**src/rtl/wallace_mul_arbiter_pkg.sv**
```systemverilog
// Shared widths, pipeline entry types and the carry-save helper used by the
// Wallace-tree multiplier core.
package wallace_mul_arbiter_pkg;

  localparam int unsigned OPW     = 8;
  localparam int unsigned PRODW   = 16;
  // Widest requester ID supported (NREQ up to 8).
  localparam int unsigned IDW_MAX = 3;

  // S1: registered operands plus owner.
  typedef struct packed {
    logic [OPW-1:0]     a;
    logic [OPW-1:0]     b;
    logic [IDW_MAX-1:0] id;
  } s1_entry_t;

  // S2: registered product plus owner.
  typedef struct packed {
    logic [PRODW-1:0]   prod;
    logic [IDW_MAX-1:0] id;
  } s2_entry_t;

  // One row-level 3:2 compressor output.
  typedef struct packed {
    logic [PRODW-1:0] sum;
    logic [PRODW-1:0] cry;
  } csa_t;

  // 3:2 carry-save add. The carry out of the top bit is dropped; the final
  // product always fits in PRODW bits, so modulo-2^PRODW arithmetic is exact.
  function automatic csa_t csa3(input logic [PRODW-1:0] x,
                                input logic [PRODW-1:0] y,
                                input logic [PRODW-1:0] z);
    csa_t r;
    r.sum = x ^ y ^ z;
    r.cry = ((x & y) | (x & z) | (y & z)) << 1;
    return r;
  endfunction

endpackage

```
**src/rtl/wallace8_orig.sv**
```systemverilog
// wallace8_orig: purely combinational 8x8 unsigned Wallace-tree multiplier.
// Ports:
//   a_i   [7:0]  multiplicand
//   b_i   [7:0]  multiplier
//   p_c_o [15:0] full unsigned product (combinational)
module wallace8_orig
  import wallace_mul_arbiter_pkg::*;
(
  input  logic [OPW-1:0]   a_i,
  input  logic [OPW-1:0]   b_i,
  output logic [PRODW-1:0] p_c_o
);

  logic [PRODW-1:0] pp [OPW];
  csa_t l1a, l1b, l2a, l2b, l3, l4;

  // Partial products, each pre-shifted to its weight.
  for (genvar i = 0; i < OPW; i++) begin : g_pp
    assign pp[i] = {PRODW{b_i[i]}} & (PRODW'(a_i) << i);
  end

  // Reduction: 8 -> 6 -> 4 -> 3 -> 2 rows.
  assign l1a = csa3(pp[0], pp[1], pp[2]);
  assign l1b = csa3(pp[3], pp[4], pp[5]);
  assign l2a = csa3(l1a.sum, l1a.cry, l1b.sum);
  assign l2b = csa3(l1b.cry, pp[6], pp[7]);
  assign l3  = csa3(l2a.sum, l2a.cry, l2b.sum);
  assign l4  = csa3(l3.sum, l3.cry, l2b.cry);

  // Final carry-propagate add.
  assign p_c_o = l4.sum + l4.cry;

endmodule

```
**src/rtl/wmul_rr_arb.sv**
```systemverilog
// wmul_rr_arb: combinational winner search over req_valid_i.
// Default: first set bit at or above rr_ptr_i, wrapping at NREQ.
// With WMUL_ARB_FIXED_PRIO_EN defined: lowest index wins and there is no
// pointer input.
// Ports:
//   req_valid_i  per-requester valid
//   rr_ptr_i     search start (round-robin build only)
//   en_i         allow a grant this cycle
//   gnt_c_o      one-hot grant (zero when disabled or nothing valid)
//   gnt_idx_c_o  index of the winner (meaningful when gnt_vld_c_o)
//   gnt_vld_c_o  some requester is valid
module wmul_rr_arb #(
  parameter int unsigned NREQ = 4,
  parameter int unsigned IDW  = 2
) (
  input  logic [NREQ-1:0] req_valid_i,
`ifndef WMUL_ARB_FIXED_PRIO_EN
  input  logic [IDW-1:0]  rr_ptr_i,
`endif
  input  logic            en_i,
  output logic [NREQ-1:0] gnt_c_o,
  output logic [IDW-1:0]  gnt_idx_c_o,
  output logic            gnt_vld_c_o
);

  logic           found_c;
  logic [IDW-1:0] idx_c;
  logic [IDW-1:0] cand_c;
  int unsigned    pos_c;

  // Scan NREQ candidates in priority order; first valid one wins.
  always_comb begin
    found_c = 1'b0;
    idx_c   = '0;
    cand_c  = '0;
    pos_c   = 0;
    for (int unsigned k = 0; k < NREQ; k++) begin
`ifdef WMUL_ARB_FIXED_PRIO_EN
      pos_c = k;
`else
      // Wrap at NREQ, not 2^IDW, so non-power-of-two NREQ works.
      pos_c = 32'(rr_ptr_i) + k;
      if (pos_c >= NREQ) begin
        pos_c = pos_c - NREQ;
      end
`endif
      cand_c = IDW'(pos_c);
      if (!found_c && req_valid_i[cand_c]) begin
        found_c = 1'b1;
        idx_c   = cand_c;
      end
    end
    gnt_c_o = '0;
    if (en_i && found_c) begin
      gnt_c_o[idx_c] = 1'b1;
    end
    gnt_idx_c_o = idx_c;
    gnt_vld_c_o = found_c;
  end

endmodule

```
**src/rtl/wallace_mul_arbiter.sv**
```systemverilog
// wallace_mul_arbiter: shares one wallace8_orig core among NREQ requesters.
// One request is granted per cycle, its operands registered (S1), the core
// output registered (S2), and S2 drives the tagged response port with full
// backpressure. Latency from accept to rsp_valid is two cycles.
// Build option: WMUL_ARB_FIXED_PRIO_EN selects lowest-index-wins arbitration
// and removes the round-robin pointer.
// Ports:
//   clk, rst_n          clock, async active-low reset
//   req_valid/req_ready per-requester handshake (req_ready is one-hot, comb)
//   req_a/req_b         per-requester operands, slice i = [8i+7:8i]
//   rsp_valid/rsp_ready response handshake
//   rsp_id/rsp_prod     owner index and 16-bit product
//   busy                any pipeline stage occupied
module wallace_mul_arbiter
  import wallace_mul_arbiter_pkg::*;
#(
  parameter int unsigned NREQ = 4,
  parameter int unsigned IDW  = 2
) (
  input  logic                 clk,
  input  logic                 rst_n,
  input  logic [NREQ-1:0]      req_valid,
  input  logic [NREQ*OPW-1:0]  req_a,
  input  logic [NREQ*OPW-1:0]  req_b,
  output logic [NREQ-1:0]      req_ready,
  output logic                 rsp_valid,
  output logic [IDW-1:0]       rsp_id,
  output logic [PRODW-1:0]     rsp_prod,
  input  logic                 rsp_ready,
  output logic                 busy
);

  logic      s1_vld_q, s1_vld_d;
  s1_entry_t s1_q, s1_d;
  logic      s2_vld_q, s2_vld_d;
  s2_entry_t s2_q, s2_d;
  logic      busy_q, busy_d;
`ifndef WMUL_ARB_FIXED_PRIO_EN
  logic [IDW-1:0] rr_ptr_q, rr_ptr_d;
`endif

  logic             adv1_c, adv2_c, acc_c;
  logic [NREQ-1:0]  gnt_c;
  logic [IDW-1:0]   gnt_idx_c;
  logic             gnt_vld_c;
  logic [PRODW-1:0] core_prod_c;

  // Stage advance: a stage may load when it is empty or draining.
  assign adv2_c = ~s2_vld_q | rsp_ready;
  assign adv1_c = ~s1_vld_q | adv2_c;
  assign acc_c  = adv1_c & gnt_vld_c;

  wmul_rr_arb #(
    .NREQ (NREQ),
    .IDW  (IDW)
  ) u_arb (
    .req_valid_i (req_valid),
`ifndef WMUL_ARB_FIXED_PRIO_EN
    .rr_ptr_i    (rr_ptr_q),
`endif
    .en_i        (adv1_c),
    .gnt_c_o     (gnt_c),
    .gnt_idx_c_o (gnt_idx_c),
    .gnt_vld_c_o (gnt_vld_c)
  );

  // The core only ever sees registered S1 operands.
  wallace8_orig u_core (
    .a_i   (s1_q.a),
    .b_i   (s1_q.b),
    .p_c_o (core_prod_c)
  );

  // Next-state for both pipeline stages and the pointer.
  always_comb begin
    s1_vld_d = s1_vld_q;
    s1_d     = s1_q;
    s2_vld_d = s2_vld_q;
    s2_d     = s2_q;
`ifndef WMUL_ARB_FIXED_PRIO_EN
    rr_ptr_d = rr_ptr_q;
`endif
    if (adv2_c) begin
      s2_vld_d = s1_vld_q;
      if (s1_vld_q) begin
        s2_d.prod = core_prod_c;
        s2_d.id   = s1_q.id;
      end
    end
    if (adv1_c) begin
      s1_vld_d = acc_c;
      if (acc_c) begin
        s1_d.a  = req_a[32'(gnt_idx_c) * OPW +: OPW];
        s1_d.b  = req_b[32'(gnt_idx_c) * OPW +: OPW];
        s1_d.id = IDW_MAX'(gnt_idx_c);
`ifndef WMUL_ARB_FIXED_PRIO_EN
        rr_ptr_d = (gnt_idx_c == IDW'(NREQ - 1)) ? '0 : gnt_idx_c + IDW'(1);
`endif
      end
    end
    busy_d = s1_vld_d | s2_vld_d;
  end

  // Pipeline registers; reset discards anything in flight.
  always_ff @(posedge clk or negedge rst_n) begin
    if (!rst_n) begin
      s1_vld_q <= 1'b0;
      s1_q     <= '0;
      s2_vld_q <= 1'b0;
      s2_q     <= '0;
      busy_q   <= 1'b0;
`ifndef WMUL_ARB_FIXED_PRIO_EN
      rr_ptr_q <= '0;
`endif
    end else begin
      s1_vld_q <= s1_vld_d;
      s1_q     <= s1_d;
      s2_vld_q <= s2_vld_d;
      s2_q     <= s2_d;
      busy_q   <= busy_d;
`ifndef WMUL_ARB_FIXED_PRIO_EN
      rr_ptr_q <= rr_ptr_d;
`endif
    end
  end

  assign req_ready = gnt_c;
  assign rsp_valid = s2_vld_q;
  assign rsp_id    = IDW'(s2_q.id);
  assign rsp_prod  = s2_q.prod;
  assign busy      = busy_q;

endmodule

```
**config.mk**
```make
export PLATFORM = sky130hd
export DESIGN_NAME = wallace_mul_arbiter
export DESIGN_NICKNAME = d
export VERILOG_FILES = /design/src/rtl/wallace_mul_arbiter_pkg.sv /design/src/rtl/wallace8_orig.sv /design/src/rtl/wmul_rr_arb.sv /design/src/rtl/wallace_mul_arbiter.sv
export SDC_FILE = /design/constraint.sdc
export NUM_CORES = 1
export LEC_CHECK = 0
export ABC_AREA = 1
export CAP_MARGIN = 10
export CORE_MARGIN = 4
export CORE_UTILIZATION = 45
export CTS_CLUSTER_DIAMETER = 100
export CTS_CLUSTER_SIZE = 24
export DETAILED_ROUTE_END_ITERATION = 10
export GPL_TIMING_DRIVEN = 0
export HOLD_SLACK_MARGIN = 0.15
export PLACE_DENSITY = 0.71
export SYNTH_ARGS = -nofsm -noshare
export SYNTH_HDL_FRONTEND = slang
export SYNTH_HIERARCHICAL = 1
export SYNTH_SLANG_ARGS = --single-unit
```
**constraint.sdc**
```tcl
create_clock -name clk -period 10.1 [get_ports clk]
set_clock_uncertainty 0.2 [all_clocks]
set_input_delay 2.02 -clock clk [delete_from_list [all_inputs] [get_ports clk]]
set_output_delay 2.02 -clock clk [all_outputs]
set_load 0.02 [all_outputs]
```
### Word-level counts from Yosys, hierarchy flattened

Cells that the tools add are included.

| operators by class | value |
|---|---|
| bitwise gates (word level) | 56 |
| $add $sub $neg | 9 |
| reduce and logical (&&, ||, !) cells | 10 |
| magnitude comparators | 10 |
| multiplexer cells | 26 |
| equal/unequal tests | 1 |
| shift operators | 2 |

Operator list:

| cell | count |
|---|---|
| 15-bit bitwise AND | 18 |
| 16-bit XOR | 12 |
| 15-bit bitwise OR | 12 |
| 32-bit by 6-bit variable part select with 8-bit output | 2 |
| 2-bit two-way mux | 9 |
| 16-bit adder | 1 |
| 16-bit by 10-bit bitwise AND with 16-bit output | 1 |
| 16-bit by 11-bit bitwise AND with 16-bit output | 1 |
| 16-bit by 12-bit bitwise AND with 16-bit output | 1 |
| 16-bit by 13-bit bitwise AND with 16-bit output | 1 |
| 16-bit by 14-bit bitwise AND with 16-bit output | 1 |
| 16-bit by 15-bit bitwise AND with 16-bit output | 1 |
| 16-bit by 8-bit bitwise AND with 16-bit output | 1 |
| 16-bit by 9-bit bitwise AND with 16-bit output | 1 |
| 2-bit by 3-bit less-than comparator with 1-bit output (second input constant) | 5 |
| 1-bit two-way mux | 11 |
| 3-bit >= comparator (second input constant) | 3 |
| 1-bit binary-select mux with 2-bit select | 4 |
| 2-bit by 1-bit subtractor with 2-bit output (second input constant) | 4 |
| 2-bit by 2-bit adder with 3-bit output (second input constant) | 2 |
| 1-bit logical AND | 5 |
| 4-bit two-way mux | 1 |
| 2-bit AND reduction | 2 |
| 2-bit by 1-bit adder with 3-bit output (second input constant) | 1 |
| other kinds (9) | 14 |

| word-level totals | value |
|---|---|
| register bits after elaboration | 41 |
| input port bits | 71 |
| logic and storage cells | 123 |
| output and inout port bits | 24 |

### Logic depth before layout (Yosys ltp)

Gate-level depths: netlist of the first run.

| logic depth | value |
|---|---|
| depth after elaboration | 19 |
| mapped depth | 20 |
| gate-level depth less buffers | 19 |

### By module

Netlist of the first run, hierarchy kept.

By module, submodules not included:

| module | area an instance (µm²) | seq. area each (µm²) | instances | cells an instance |
|---|---|---|---|---|
| wallace_mul_arbiter | 2379.8 | 1026.0 | 1 | 362 |
| wallace8_orig | 2078.2 | 0.0 | 1 | 310 |
| wmul_rr_arb | 336.6 | 0.0 | 1 | 73 |

### Least setup slack after synthesis of the first run

OpenSTA, ideal clock, no wires.

| timing path | value |
|---|---|
| path kind | in2out |
| start | input port req_valid[0] |
| end | output port req_ready[0] |
| buffers on the path | 0 |
| cell stages on the path | 8 |
| path slack | 4955 ps |
| data arrival time | 2925 ps |
| path through | inv_1 -> nand2_1 -> nand2_1 -> o21ai_2 -> inv_1 -> nand3_1 -> nand3_1 -> nor2_1 |

| on the way | value |
|---|---|
| longest elaborated chain between the ends | 17 |
| elaborated cells between the ends (all ways) | 29 |
| classes of those cells | order compare: 2; mux: 19; reduce/logical: 8 |

Ends and longest elaborated chain:

| item | RTL line | RTL |
|---|---|---|
| start, declared | wallace_mul_arbiter.sv:22 | `input logic [NREQ-1:0] req_valid,` |
| 1-bit binary-select mux with 2-bit select | wmul_rr_arb.sv:48 | `if (!found_c && req_valid_i[cand_c]) begin` |
| 1-bit two-way mux (not written as such) | wmul_rr_arb.sv:48 |  |
| 1-bit two-way mux | wmul_rr_arb.sv:48 |  |
| 1-bit logical NOT | wmul_rr_arb.sv:48 |  |
| 1-bit logical AND | wmul_rr_arb.sv:48 |  |
| 1-bit two-way mux | wmul_rr_arb.sv:48 |  |
| 1-bit logical NOT | wmul_rr_arb.sv:48 |  |
| 1-bit logical AND | wmul_rr_arb.sv:48 |  |
| (+2 left out) | - |  |
| 1-bit logical AND | wmul_rr_arb.sv:48 |  |
| 2-bit two-way mux (*) | wmul_rr_arb.sv:48 |  |
| net gnt_idx_c[1] | wallace_mul_arbiter.sv:44 | `logic [IDW-1:0] gnt_idx_c;` |
| 2-bit by 3-bit less-than comparator with 1-bit output (not written as such) or 2-bit by 1-bit >= comparator with 1-bit output (tied branches) | wmul_rr_arb.sv:55 | `gnt_c_o[idx_c] = 1'b1;` |
| 1-bit logical AND (not written as such) | wmul_rr_arb.sv:55 |  |
| 1-bit two-way mux (not written as such) | wmul_rr_arb.sv:55 |  |
| 1-bit demux with 2-bit select (*) | - |  |
| 4-bit two-way mux (*) | wmul_rr_arb.sv:54 | `if (en_i && found_c) begin` |
| end, declared | wallace_mul_arbiter.sv:25 | `output logic [NREQ-1:0] req_ready,` |

Mark *: on every way through the listed nets, which the timed path passes. The rest lies on a longest branch. The select of a mux whose other input is x is not followed.

### Final worst setup path of the first run

| timing path | value |
|---|---|
| start | input port req_valid[3] |
| end | output port req_ready[1] |

Same word-level chain as after synthesis.

==> impl_metrics.csv, run 1 <==
group,metric,value,unit
sta,fmax,159.2,MHz
sta,final_hold_viol_count,0,
floorplanning,initial_core_util,46.24,%
yosys,ys_seq_area_share,21.40,%
yosys,synth_top_family_by_area,"simple AND/OR/NAND/NOR gates",
yosys,syn-num-nets,881,
final_layout,num_antenna_cells,0,
clock_network,htree_levels,2,
floorplanning,die_h,111.2,um
sta,worst_slew_pin_slew,873.7,ps
clock_network,clkTransAtPathRegs,70,ps
yosys,yosys.area_share.xor_xnor,0.9134,%
worst_setup_path,start_kind,"primary input",
sta,rsz0062_at_grt,"false",
run,cap_violations,0,
clock_network,cts_num_sinks,41,
grt,grt_overflow,0,
worst_setup_path,timing.rr.end,"rsp_prod[12]",
yosys,syn_area,4795,um^2
status,status,"complete, no violations",
final_layout,layout-drive-gt1-share,5.903,%
floorplanning,std_cell_rows,37,
clock_network,cts_buffers,5,
place,place_worst_setup_slack,3810,ps
min_path,worstHoldPathCells,2,
yosys,synth-compound-area-share,1.096,%
place,dpl.hpwl,9313,um
min_path,hold_path_class,"reg -> reg",
worst_setup_path,cp.arrival,4060,ps
yosys,synth_warnings,6,
final_layout,seq_area,1026,um^2
worst_setup_path,r2r_slack,5720,ps
route,dr_total_vias,4545,
worst_setup_path,critical_path_class,"in -> out",
final_layout,nets,982,
sta,setup_slack,3818,ps
clock_network,cts_hold_repair.buffers,0,
worst_setup_path,path_max_fanout,4,
route,routedWlPerCell,11.19,um
yosys,async_flop_share,100.0,%
grt,grt_util_all_layers,18.24,%
sta,fin_setup_tns,0,ps
worst_setup_path,reg2regPathDepth,18,
grt,grt_pass1_vias,4479,
sta,slew_viol_final,0,
final_layout,syn_to_final_growth,25.39,%
yosys,synth_edf_count,0,
grt,grt_pass1_wl,19390,um
floorplanning,io_pins,95,
floorplanning,core_area,10370,um^2
sta,setup_viol,0,
yosys,synth_cell_types,25,
clock_network,clockBufferDepth,2,
yosys,ys_ff_latch,41,
final_layout,multi_input_area,2922,um^2
floorplanning,die_w,111.2,um
final_layout,finish.utilization,57.98,%
yosys,dominantRegCellSynth,"dfrtp_1",
grt,grt_antenna_before_repair,0,
yosys,synthCells,745,
route,viasPerCell,4.624,
final_layout,fillers,1010,
place,finalWeightedCongestion,0.8519,
clock_network,clockRootBuffer,"clkbuf_8",
clock_network,cts_setup_buffers,0,
yosys,yosys.area_share.simple,35.86,%
yosys,synthMuxAreaShare,0,%
route,ant_nets,0,
yosys,yosys.area_share.adder,23.07,%
route,drcViolationCount,0,
min_path,holdCritStartpoint,"rsp_prod[9]",
min_path,hold_end,"rsp_prod[9]",
sta,maxSlewHeadroom,41.75,%
worst_setup_path,r2r-start,"s1_q[17]",
yosys,avgSynthCellArea,6.436,um^2
clock_network,clock_latency,300,ps
worst_setup_path,crit_path_end_kind,"primary output",
sta,min_period_over_period,62.20,%
route,first_pass_iters,4,
clock_network,cts_resized,0,
clock_network,cts_tree,"yes",
grt,grt_start_max_net_pins,42,
floorplanning,die_area,12370,um^2
place,port_buffers,94,
route,totalWireLength,11000,um
worst_setup_path,cp.required,7880,ps
sta,post-route-min-period,6282,ps
route,drt_first_iter_violations,193,
## critical path, stage by stage
cell	delay [ps]
clkdlybuf4s50_1	420
inv_1	100
nand2_2	60
nand3_1	120
inv_1	60
a31oi_1	220
nand3_1	250
nor2_1	180
clkdlybuf4s50_1	630
## per-layer routing
layer	track usage [%]	vias to the layer above	share of wire (%)
met3	1.747	16	4.0
met1	23.77	2079	45
met5	0	-	0
li1	-	2355	-
met2	32.57	95	50
met4	4.461	0	1.5
## cells in the final DEF, fill, tap and decap left out, drive strengths merged, types with 4 or more instances in the layout
| master | n |
|---|---|
| nand2 | 323 |
| inv | 172 |
| clkdlybuf4s50 | 93 |
| nand3 | 72 |
| dfrtp | 41 |
| fa | 39 |
| ha | 26 |
| clkbuf | 22 |
| nor2 | 20 |
| buf | 20 |
| a21oi | 4 |
| xor2 | 4 |
## final cells by class
| class | instances | area share [%] |
|---|---|---|
| multi-input combinational | 497 | 48.60 |
| sequential | 41 | 17.07 |
| timing repair buffer | 94 | 15.57 |
| inverter | 172 | 10.74 |
| buffer | 35 | 3.351 |
| tap | 136 | 2.830 |
| clock buffer | 6 | 1.207 |
| clock inverter | 2 | 0.6452 |
## cell usage after synthesis (6+ instances only)
cell,number,area [um^2]
nand3_1,69,345.3
buf_2,8,40.04
dfrtp_1,41,1026
ha_1,26,325.3
fa_1,39,780.8
clkbuf_1,16,60.06
nand2_2,11,68.82
nor2_1,18,67.56
inv_1,167,626.9
nand2_1,312,1171
buf_4,6,45.04
## worst max-delay path by stage
stage | startpoint | end | slack, ps | cells past startpoint
after floorplan | req_valid[0] | req_ready[0] | 4960 | 8
after global placement | req_valid[0] | req_ready[1] | 3850 | 10
after detailed placement | req_valid[0] | req_ready[0] | 3810 | 10
after CTS | req_valid[0] | req_ready[0] | 3800 | 10
after global routing | req_valid[2] | req_ready[1] | 3660 | 9
final | req_valid[3] | req_ready[1] | 3820 | 9
## flip-flops by register name (all words and copies together), names as in the netlist
register,flops
busy,1
rr_ptr_q,2
rsp_id,2
rsp_prod,16
rsp_valid,1
s1_q,18
s1_vld_q,1
## metrics by stage
stage	hold slack (ps)	area, um^2	instances
after global placement	254.2	5906	975
after floorplan	247.0	4795	745
after global routing	287.5	6012	983
after CTS	277.3	6012	983
final	276.4	6012	983
after detailed placement	258.0	5901	975
## cell families (layout without fill, tap and decap cells)
group / count (synthesis) / after routing
adder cells (fa/ha/maj): 65 / 65
flip-flops: 41 / 41
AND/OR/NAND/NOR: 418 / 418
AO/OA/AOI/OAI: 9 / 9
buffers and inverters: 207 / 309
XOR/XNOR: 5 / 5
Power of run 1 is left out: the tool's default activity adds up to more than one toggle a clock period on the data nets, which glitch-free logic cannot reach.
==> inputs of run 2 (changes only) <==
clock period = 6.42 ns   (was 10.1 ns; I/O delays follow)
==> results of run 2 <==
The final DEF is identical to that of run 1. Status: complete, no violations.
Main changes from that run: setup slack after placement 3810 ps -> 1602 ps; setup slack after layout 3818 ps -> 1610 ps; register-to-register setup slack 5720 ps -> 2040 ps
Power of run 2 is left out for the same reason.
